[src/rtl/cordic_pkg.sv]
// Shared CORDIC types and constants: Q16.16 degree type, angle table, half-open phase wrap.
package cordic_pkg;

    typedef logic signed [31:0] deg_q16_t;

    localparam logic [31:0] DEG180_Q16 = 32'h00B40000;
    localparam logic [31:0] DEG360_Q16 = 32'h01680000;

    localparam logic signed [32:0] WRAP_HI  = $signed({1'b0, DEG180_Q16});
    localparam logic signed [32:0] WRAP_LO  = -WRAP_HI;
    localparam logic signed [32:0] WRAP_360 = $signed({1'b0, DEG360_Q16});

    // atan(2^-i) in degrees Q16.16, one entry per CORDIC stage
    function automatic deg_q16_t atan_q16(input int unsigned i);
        deg_q16_t a;
        case (i)
            0:       a = 32'sh002D0000;
            1:       a = 32'sh001A90A7;
            2:       a = 32'sh000E0947;
            3:       a = 32'sh00072001;
            4:       a = 32'sh0003938B;
            5:       a = 32'sh0001CA38;
            6:       a = 32'sh0000E52A;
            7:       a = 32'sh00007297;
            8:       a = 32'sh0000394C;
            9:       a = 32'sh00001CA6;
            10:      a = 32'sh00000E53;
            11:      a = 32'sh00000729;
            12:      a = 32'sh00000395;
            13:      a = 32'sh000001CA;
            14:      a = 32'sh000000E5;
            15:      a = 32'sh00000073;
            default: a = '0;
        endcase
        return a;
    endfunction

    // Input lies in (-360,360), so one correction lands it in [-180,180)
    function automatic deg_q16_t wrap_deg(input logic signed [32:0] v);
        logic signed [32:0] r;
        if (v >= WRAP_HI)
            r = v - WRAP_360;
        else if (v < WRAP_LO)
            r = v + WRAP_360;
        else
            r = v;
        return r[31:0];
    endfunction

endpackage

[src/rtl/cordic_tag_delay.sv]
// Free-running DEPTH-stage shift register carrying {valid, tag} alongside the CORDIC pipeline.
// Latency DEPTH cycles; never stalls, no backpressure.
module cordic_tag_delay #(
    parameter int DEPTH = 16,
    parameter int WIDTH = 2
) (
    input  logic             clk,
    input  logic             rst,
    input  logic [WIDTH-1:0] din,
    output logic [WIDTH-1:0] dout
);

    logic [WIDTH-1:0] sr [DEPTH];

    always_ff @(posedge clk) begin
        if (rst) begin
            for (int i = 0; i < DEPTH; i++) sr[i] <= '0;
        end else begin
            sr[0] <= din;
            for (int i = 1; i < DEPTH; i++) sr[i] <= sr[i-1];
        end
    end

    assign dout = sr[DEPTH-1];

endmodule

[src/rtl/cordic_phase_post.sv]
// CORDIC phase post-processor: quadrant restore, wrapped delta, optional averaged frequency
// (CORDIC_POST_FREQ_EN). Phase LAT+1, delta LAT+2, freq LAT+3 cycles after in_valid; no backpressure.
module cordic_phase_post
    import cordic_pkg::*;
#(
    parameter int LAT      = 16,
    parameter int AVG_LOG2 = 4
) (
    input  logic        clk,
    input  logic        rst,
    input  logic        in_valid,
    input  logic        x_neg,
    input  logic [31:0] phase_in,
    output logic [31:0] phase_out,
    output logic        phase_vld,
    output logic [31:0] delta_out,
    output logic        delta_vld,
    output logic [31:0] freq_out,
    output logic        freq_vld
);

    if (LAT < 1 || LAT > 32)          $error("LAT out of range 1..32");
    if (AVG_LOG2 < 0 || AVG_LOG2 > 6) $error("AVG_LOG2 out of range 0..6");

    logic [1:0]        tag;
    logic signed [32:0] phase_sum;
    logic signed [32:0] phase_diff;
    deg_q16_t          prev;
    logic              have_prev;

    cordic_tag_delay #(
        .DEPTH (LAT),
        .WIDTH (2)
    ) u_tag_delay (
        .clk  (clk),
        .rst  (rst),
        .din  ({in_valid, x_neg}),
        .dout (tag)
    );

    always_comb begin
        phase_sum  = $signed({phase_in[31], phase_in})
                   + (tag[0] ? $signed({1'b0, DEG180_Q16}) : 33'sd0);
        phase_diff = $signed({phase_out[31], phase_out}) - $signed({prev[31], prev});
    end

    always_ff @(posedge clk) begin
        if (rst) begin
            phase_out <= '0;
            phase_vld <= 1'b0;
        end else begin
            phase_vld <= tag[1];
            if (tag[1]) phase_out <= wrap_deg(phase_sum);
        end
    end

    // prev follows every valid phase, gaps included, so deltas span consecutive samples
    always_ff @(posedge clk) begin
        if (rst) begin
            delta_out <= '0;
            delta_vld <= 1'b0;
            prev      <= '0;
            have_prev <= 1'b0;
        end else begin
            delta_vld <= phase_vld && have_prev;
            if (phase_vld) begin
                if (have_prev) delta_out <= wrap_deg(phase_diff);
                prev      <= phase_out;
                have_prev <= 1'b1;
            end
        end
    end

`ifdef CORDIC_POST_FREQ_EN
    localparam logic [6:0] CNT_LAST = 7'((1 << AVG_LOG2) - 1);

    deg_q16_t   acc;
    deg_q16_t   acc_sum;
    logic [6:0] cnt;

    assign acc_sum = acc + $signed(delta_out);

    // The closing delta is folded in directly so the window never needs an extra cycle
    always_ff @(posedge clk) begin
        if (rst) begin
            acc      <= '0;
            cnt      <= '0;
            freq_out <= '0;
            freq_vld <= 1'b0;
        end else begin
            freq_vld <= 1'b0;
            if (delta_vld) begin
                if (cnt == CNT_LAST) begin
                    freq_out <= acc_sum >>> AVG_LOG2;
                    freq_vld <= 1'b1;
                    acc      <= '0;
                    cnt      <= '0;
                end else begin
                    acc <= acc_sum;
                    cnt <= cnt + 7'd1;
                end
            end
        end
    end
`else
    assign freq_out = '0;
    assign freq_vld = 1'b0;
`endif

endmodule

[config.mk]
export PLATFORM = sky130hd
export DESIGN_NAME = cordic_phase_post
export DESIGN_NICKNAME = d
export VERILOG_FILES = /design/src/rtl/cordic_pkg.sv /design/src/rtl/cordic_tag_delay.sv /design/src/rtl/cordic_phase_post.sv
export SDC_FILE = /design/constraint.sdc
export NUM_CORES = 1
export LEC_CHECK = 0
export BUFFER_PORTS_ARGS = -buffer_cell sky130_fd_sc_hd__buf_4
export CAP_MARGIN = 5
export CELL_PAD_IN_SITES_DETAIL_PLACEMENT = 1
export CELL_PAD_IN_SITES_GLOBAL_PLACEMENT = 2
export CORE_ASPECT_RATIO = 0.6
export CORE_MARGIN = 1.5
export CORE_UTILIZATION = 34
export CTS_CLUSTER_DIAMETER = 80
export DETAILED_ROUTE_END_ITERATION = 12
export GPL_TIMING_DRIVEN = 0
export PLACE_DENSITY_LB_ADDON = 0.1
export RECOVER_POWER = 25
export SYNTH_ARGS = -nofsm -noshare
export SYNTH_HDL_FRONTEND = slang
export SYNTH_HIERARCHICAL = 1
export SYNTH_SLANG_ARGS = --single-unit
export TNS_END_PERCENT = 1
[constraint.sdc]
create_clock -name clk -period 4.3 [get_ports clk]
set_input_delay 0.86 -clock clk [delete_from_list [all_inputs] [get_ports clk]]
set_output_delay 0.86 -clock clk [all_outputs]
set_load 0.005 [all_outputs]
Word level (Yosys, flattened, before mapping)
Memories as Yosys holds them, arrays and structs flattened.
Cells that the tools add are included.
- reductions and logical operators: 2
- $lt $le $gt $ge: 4
- bitwise operators: 16
- add/subtract/negate cells: 6
- multiplexer cells: 24
- operators by type and width (operator ; number):
    32-bit 2-to-1 mux ; 4
    33-bit by 25-bit greater-or-equal comparator with 1-bit output (second input constant) ; 2
    33-bit by 25-bit < comparator with 1-bit output (second input constant) ; 2
    32-bit by 26-bit adder with 32-bit output (second input constant) ; 2
    32-bit by 26-bit subtractor with 32-bit output (second input constant) ; 2
    32-bit by 25-bit adder with 33-bit output ; 1
    32-bit by 32-bit subtractor with 33-bit output ; 1
    2-bit 2-to-1 mux ; 16
    24-bit 2-to-1 mux ; 1
    1-bit bitwise OR ; 16
    1-bit 2-to-1 mux ; 3
    2-bit AND reduction ; 1
    1-bit logical AND ; 1
- logic and storage cells: 59
- input bits: 36
- register bits after elaboration: 99
- memories kept: 1
- memory bits (writable): 32
- memory list (name ; depth ; width ; read ports ; clocked after Yosys merged registers in ; wr ports ; RTL line ; RTL):
    u_tag_delay.sr ; 16 ; 2 ; 16 ; 0 ; 16 ; cordic_tag_delay.sv:13 ; logic [WIDTH-1:0] sr [DEPTH];

Logic depth before layout (Yosys ltp)
An unclocked memory read counts as a cell.
- depth after elaboration: 6
- gate-level depth with buffers: 18
- mapped depth without buffers: 18

Modules after synthesis
Netlist, hierarchy kept.
- by module, submodules not included (module ; cells an instance ; area an instance (um^2) ; instances):
    cordic_phase_post ; 957 ; 7572.3 ; 1
    cordic_tag_delay ; 69 ; 878.3 ; 1

Worst setup path after synthesis
Ideal clock, no wire load.
- path type: input to register
- start point: input port phase_in[18]
- end point: register phase_out[30]
- arrival time: 3.807 ns
- required time: 4.214 ns
- library setup time: 0.086 ns
- cell stages on the path: 14
- slack: 0.407 ns
- path through: ha_1 -> ha_1 -> a21o_1 -> a21o_1 -> a21oi_1 -> xnor2_1 -> o2111ai_1 -> a2111oi_0 -> nand2b_1 -> clkbuf_1 -> nor2_1 -> a22oi_1 -> xor2_1 -> a211oi_1
- cells in the longest elaborated chain, start to end: 4
- ends and longest elaborated chain (item ; RTL line ; RTL):
    start: declaration ; cordic_phase_post.sv:13 ; input logic [31:0] phase_in,
    32-bit by 25-bit adder with 33-bit output * ; cordic_phase_post.sv:43 ; + (tag[0] ? $signed({1'b0, DEG180_Q16}) : 33'sd0);
    32-bit by 26-bit adder with 32-bit output / 33-bit by 25-bit < comparator with 1-bit output (equally long branches) ; cordic_pkg.sv:44, cordic_pkg.sv:43 ;
    32-bit 2-to-1 mux ; cordic_pkg.sv:43 ; else if (v < WRAP_LO)
    32-bit 2-to-1 mux * ; cordic_pkg.sv:41 ; if (v >= WRAP_HI)
    end signal: assignment ; cordic_phase_post.sv:53 ; if (tag[1]) phase_out <= wrap_deg(phase_sum);
    end: declaration ; cordic_phase_post.sv:14 ; output logic [31:0] phase_out,
Mark *: on every way between the ends. The rest lies on a longest branch, timed or not.
A chain may end at the register's enable or synchronous reset.

Worst setup path after layout
- start point: register phase_out[0]
- end point: register delta_out[27]
- cells in the longest elaborated chain, start to end: 4
- ends and longest elaborated chain (item ; RTL line ; RTL):
    32-bit by 32-bit subtractor with 33-bit output * ; cordic_phase_post.sv:44 ; phase_diff = $signed({phase_out[31], phase_out}) - $signed({prev[31], prev});
    32-bit by 26-bit adder with 32-bit output / 33-bit by 25-bit < comparator with 1-bit output (equally long branches) ; cordic_pkg.sv:44, cordic_pkg.sv:43 ;
    32-bit 2-to-1 mux ; cordic_pkg.sv:43 ;
    32-bit 2-to-1 mux * ; cordic_pkg.sv:41 ;
    end signal: assignment ; cordic_phase_post.sv:67 ; if (have_prev) delta_out <= wrap_deg(phase_diff);
    end: declaration ; cordic_phase_post.sv:16 ; output logic [31:0] delta_out,
Marked as above.

==> metrics.log <==
INFO  metric hold_path.startpoint = u_tag_delay/sr[0][3]
INFO  metric synth.largest_area_cell = dfxtp_1
INFO  metric grt_first_pass_wirelength = 42.12 mm
INFO  metric post_drt_via_cell_ratio = 5.122
INFO  metric crit_required = 4660 ps
INFO  metric synth.top_cells.by_count = dfxtp_1 (131), nor2_1 (109), nand2_1 (101)
INFO  metric status = finished clean
INFO  metric flow.area_growth_from_synthesis = 24.68%
INFO  metric crit_start = phase_out[0]
INFO  metric min-delay-path-class = flip-flop to flip-flop
INFO  metric worst_setup_hold_path_clk_slew = 60 ps
INFO  metric totalNegativeSetupSlack = 0 ps
INFO  metric postSynthAreaPerCell = 8.236 sq um
INFO  metric synth-seq-cells = 131
INFO  metric grt_setup_unrepaired = true
INFO  metric timing.max_cap.violations = 0
INFO  metric synth-seq-area-share = 0.3103
INFO  metric synthTopCellsByArea = dfxtp_1 (31%), mux2i_1 (6.6%), ha_1 (6.4%), nor2_1 (4.8%), nand2_1 (4.5%)
INFO  metric timing.rr.start = phase_out[0]
INFO  metric synth_ff_type = dfxtp_1
INFO  metric cts_hold_buffers = 0
INFO  metric max-slew-margin-rel = 0.4256
INFO  metric critPathBufInv = 3
INFO  metric cts.sink_count = 131
INFO  metric critical_path.max_stage_delay = 520 ps
INFO  metric cpMostUsedCell = inv_1
INFO  metric detailedRoute.firstPassIterationCount = 5
INFO  metric die_h = 125.1 microns
INFO  metric layout-drive-gt1-share = 0.2160
INFO  metric first_global_vias = 7436
INFO  metric syn_area = 8451 sq um
INFO  metric ir_drop = 0.2266 mV
INFO  metric finish.cell_count_without_fillers = 1521
INFO  metric place.gp.congestion = 0.8126
INFO  metric port_buffers = 101
INFO  metric final.min_clock_period = 4204 ps
INFO  metric grt_antenna_before_repair = 0
INFO  metric cts_buffers = 17
INFO  metric grt_overflow = 0
INFO  metric placed_cells = 1481
INFO  metric cp_cell_sequence = inv_1 > ha_1 > inv_1 > fa_2 > a21o_1 > a221oi_4 > or3_4 > a21boi_2 > o211ai_2 > ha_2 > inv_1 > nor3_2 > o31ai_2 > a2111oi_4 > and4_4 > nor3_1 > a2111o_1 > o211ai_1
INFO  metric rrSetupSlack = 100 ps
INFO  metric wire_per_inst = 17.59 microns
INFO  metric timing.critical_path.to_type = flip-flop
INFO  metric floorplan.initialDensity = 0.3481
INFO  metric power-per-cell-area = 277.4 nW/um^2
INFO  metric timing.final.max_slew_violations = 0
INFO  metric synth_edf_count = 0
INFO  metric tritoncts = built
INFO  metric report.final.setup_viol = 0
INFO  metric layout.nets = 1266
INFO  metric detailed_place.area = 9732 sq um
INFO  metric num_vias = 7790
INFO  metric dpl.hpwl = 21.18 mm
INFO  metric initialDrtViolationCount = 357
INFO  metric clock_insertion_delay_worst_skew = 440 ps
INFO  metric die_area = 25840 sq um
INFO  metric antenna_cells_inserted = 0
INFO  metric clock_path_buffers = 2
INFO  metric critical_path_peak_fanout = 5
INFO  metric timing.final.crit_share = 0.9777
INFO  metric fin_total_pwr = 2922 uW
INFO  metric crit_arrival = 4560 ps
INFO  metric final_design_area_no_fill = 10540 sq um
INFO  metric rows = 44
INFO  metric startpoint_type = flip-flop
INFO  metric cp_slowest_cell = a2111oi_4
INFO  metric pin_count = 135
INFO  metric drc_errors = 0
INFO  metric maxClockFrequency = 237.9 MHz
INFO  metric postRouteWirelength = 26.75 mm
INFO  metric final-hold-violation-count = 0
INFO  metric post_route_skew = 6.079 ps
INFO  metric cts.htree.levels = 4
INFO  metric tightestPinTransition = 861.6 ps
INFO  metric yosysUniqueCellTypes = 103
INFO  metric gr-usage-all-layers = 0.2108
INFO  metric grt_max_degree = 17
INFO  metric post-synth-top-area-fraction = 0.3103
INFO  metric final.fill_count = 2975
INFO  metric ant_nets = 0
INFO  metric yosysMostFrequentCell = dfxtp_1
INFO  metric worstSetupPathType = flip-flop to flip-flop
INFO  metric ys.warnings.count = 6
INFO  metric die_width = 206.5 microns
INFO  metric end_of_flow_core_utilization = 0.4340
INFO  metric core-area = 24280 sq um
INFO  metric syn-instance-count = 1026
INFO  metric async_flop_share = 0
INFO  metric clock-root-buffer = clkbuf_16
INFO  metric path_delay_family = compound AO/OA/AOI/OAI gates
INFO  metric power_leakage = 0.004381 uW
-- worst reg2reg max path: stages (launching register included) --
cell       delay, ps
dfxtp_2          360
inv_1             70
ha_1             160
inv_1             60
fa_2             370
a21o_1           220
a221oi_4         340
or3_4            210
a21boi_2          90
o211ai_2         250
ha_2             220
inv_1             50
nor3_2           160
o31ai_2          140
a2111oi_4        520
and4_4           330
nor3_1            80
a2111o_1         390
o211ai_1         100
-- power breakdown --
group / switching [uW] / internal (uW) / total, uW
logic: 93.5 / 71.7 / 165
registers: 0.491 / 1220 / 1220
clock network: 603 / 937 / 1540
total: 697 / 2230 / 2920
-- through the flow --
| stage | setup WS [ps] | hold WS [ps] |
|---|---|---|
| after floorplan | 407.2 | 413.8 |
| after global placement | -489.8 | 416.1 |
| after detailed placement | -573.5 | 426.0 |
| after CTS | 4.187 | 440.9 |
| after global routing | -106.8 | 452.5 |
| final | 96.08 | 437.9 |
-- worst paths after layout --
path | depth (start not counted) | end
setup / recovery | 18 | delta_out[27]
hold / removal | 1 | u_tag_delay/sr[0][5]
setup reg to reg | 18 | delta_out[27]
hold reg to reg | 1 | u_tag_delay/sr[0][5]
-- state kept, by name, summed over array words and instances (netlist names) --
signal	cells
delta_vld	1
have_prev	1
phase_vld	1
delta_out	32
u_tag_delay/sr	32
phase_out	32
prev	32
-- cell usage in the layout (no fill, tap or decap), types with 6 or more instances in the layout --
master     netlist  routed
a211o_1          6       6
a211oi_1        16      13
a21o_1          14      14
a21oi_1         68      64
a31oi_1         10       9
and3_1           6       6
buf_2            7       7
buf_4           40     132
buf_6            6       6
clkbuf_1        24      28
clkbuf_16        0      17
clkbuf_4         0      13
conb_1           1      33
dfxtp_1        131     130
ha_1            43      42
inv_1           49      48
inv_6            0       6
mux2i_1         56      56
nand2_1        101     101
nand2b_1         9       9
nand3_1         13      13
nand3b_1         6       6
nand4_1         14      14
nor2_1         109     109
nor2b_1         37      37
nor3_1          21      20
nor4_1           7       7
o211ai_1        13      13
o21ai_0         30      28
o21ai_1          7       9
o22ai_1          8       8
or3_1           13      12
xnor2_1         24      23
xor2_1          12      12
-- final cells by class --
class	count	area, sq um	share of cell area
inverters	50	187.7	0.01781
repair buffers	109	814.5	0.07731
plain buffers	85	539.3	0.05118
clock inverters	13	170.2	0.01615
multi-input cells	792	5355	0.5083
clock buffers	19	442.9	0.04204
well taps	322	402.9	0.03824
flip-flops and latches	131	2624	0.2490
-- cells by family after synthesis --
group           count (synthesis)  share of synthesized area
fa+ha+maj                      44                    0.06604
compound gates                242                     0.2018
simple gates                  377                     0.2240
buf+inv                       135                    0.08721
xor+xnor                       38                    0.04116
mux                            58                    0.06900
other cells                     1                  0.0004438
flops                         131                     0.3103
-- what timing repair did --
item,CTS,global route
setup endpoints to repair,17,23
gates resized for setup,12,20
pin swaps,4,12
buffers inserted,4,4
cloned,0,0
-- layer usage --
| metal | wire length (microns) | global-route usage | vias to the layer above |
|---|---|---|---|
| met4 | 245 | 0.05584 | 0 |
| li1 | - | - | 3897 |
| met2 | 10800 | 0.2894 | 102 |
| met3 | 923 | 0.03728 | 15 |
| met1 | 14780 | 0.3298 | 3776 |
| met5 | 0 | 0 | - |
No activity file was read; power rests on OpenSTA's default activity.
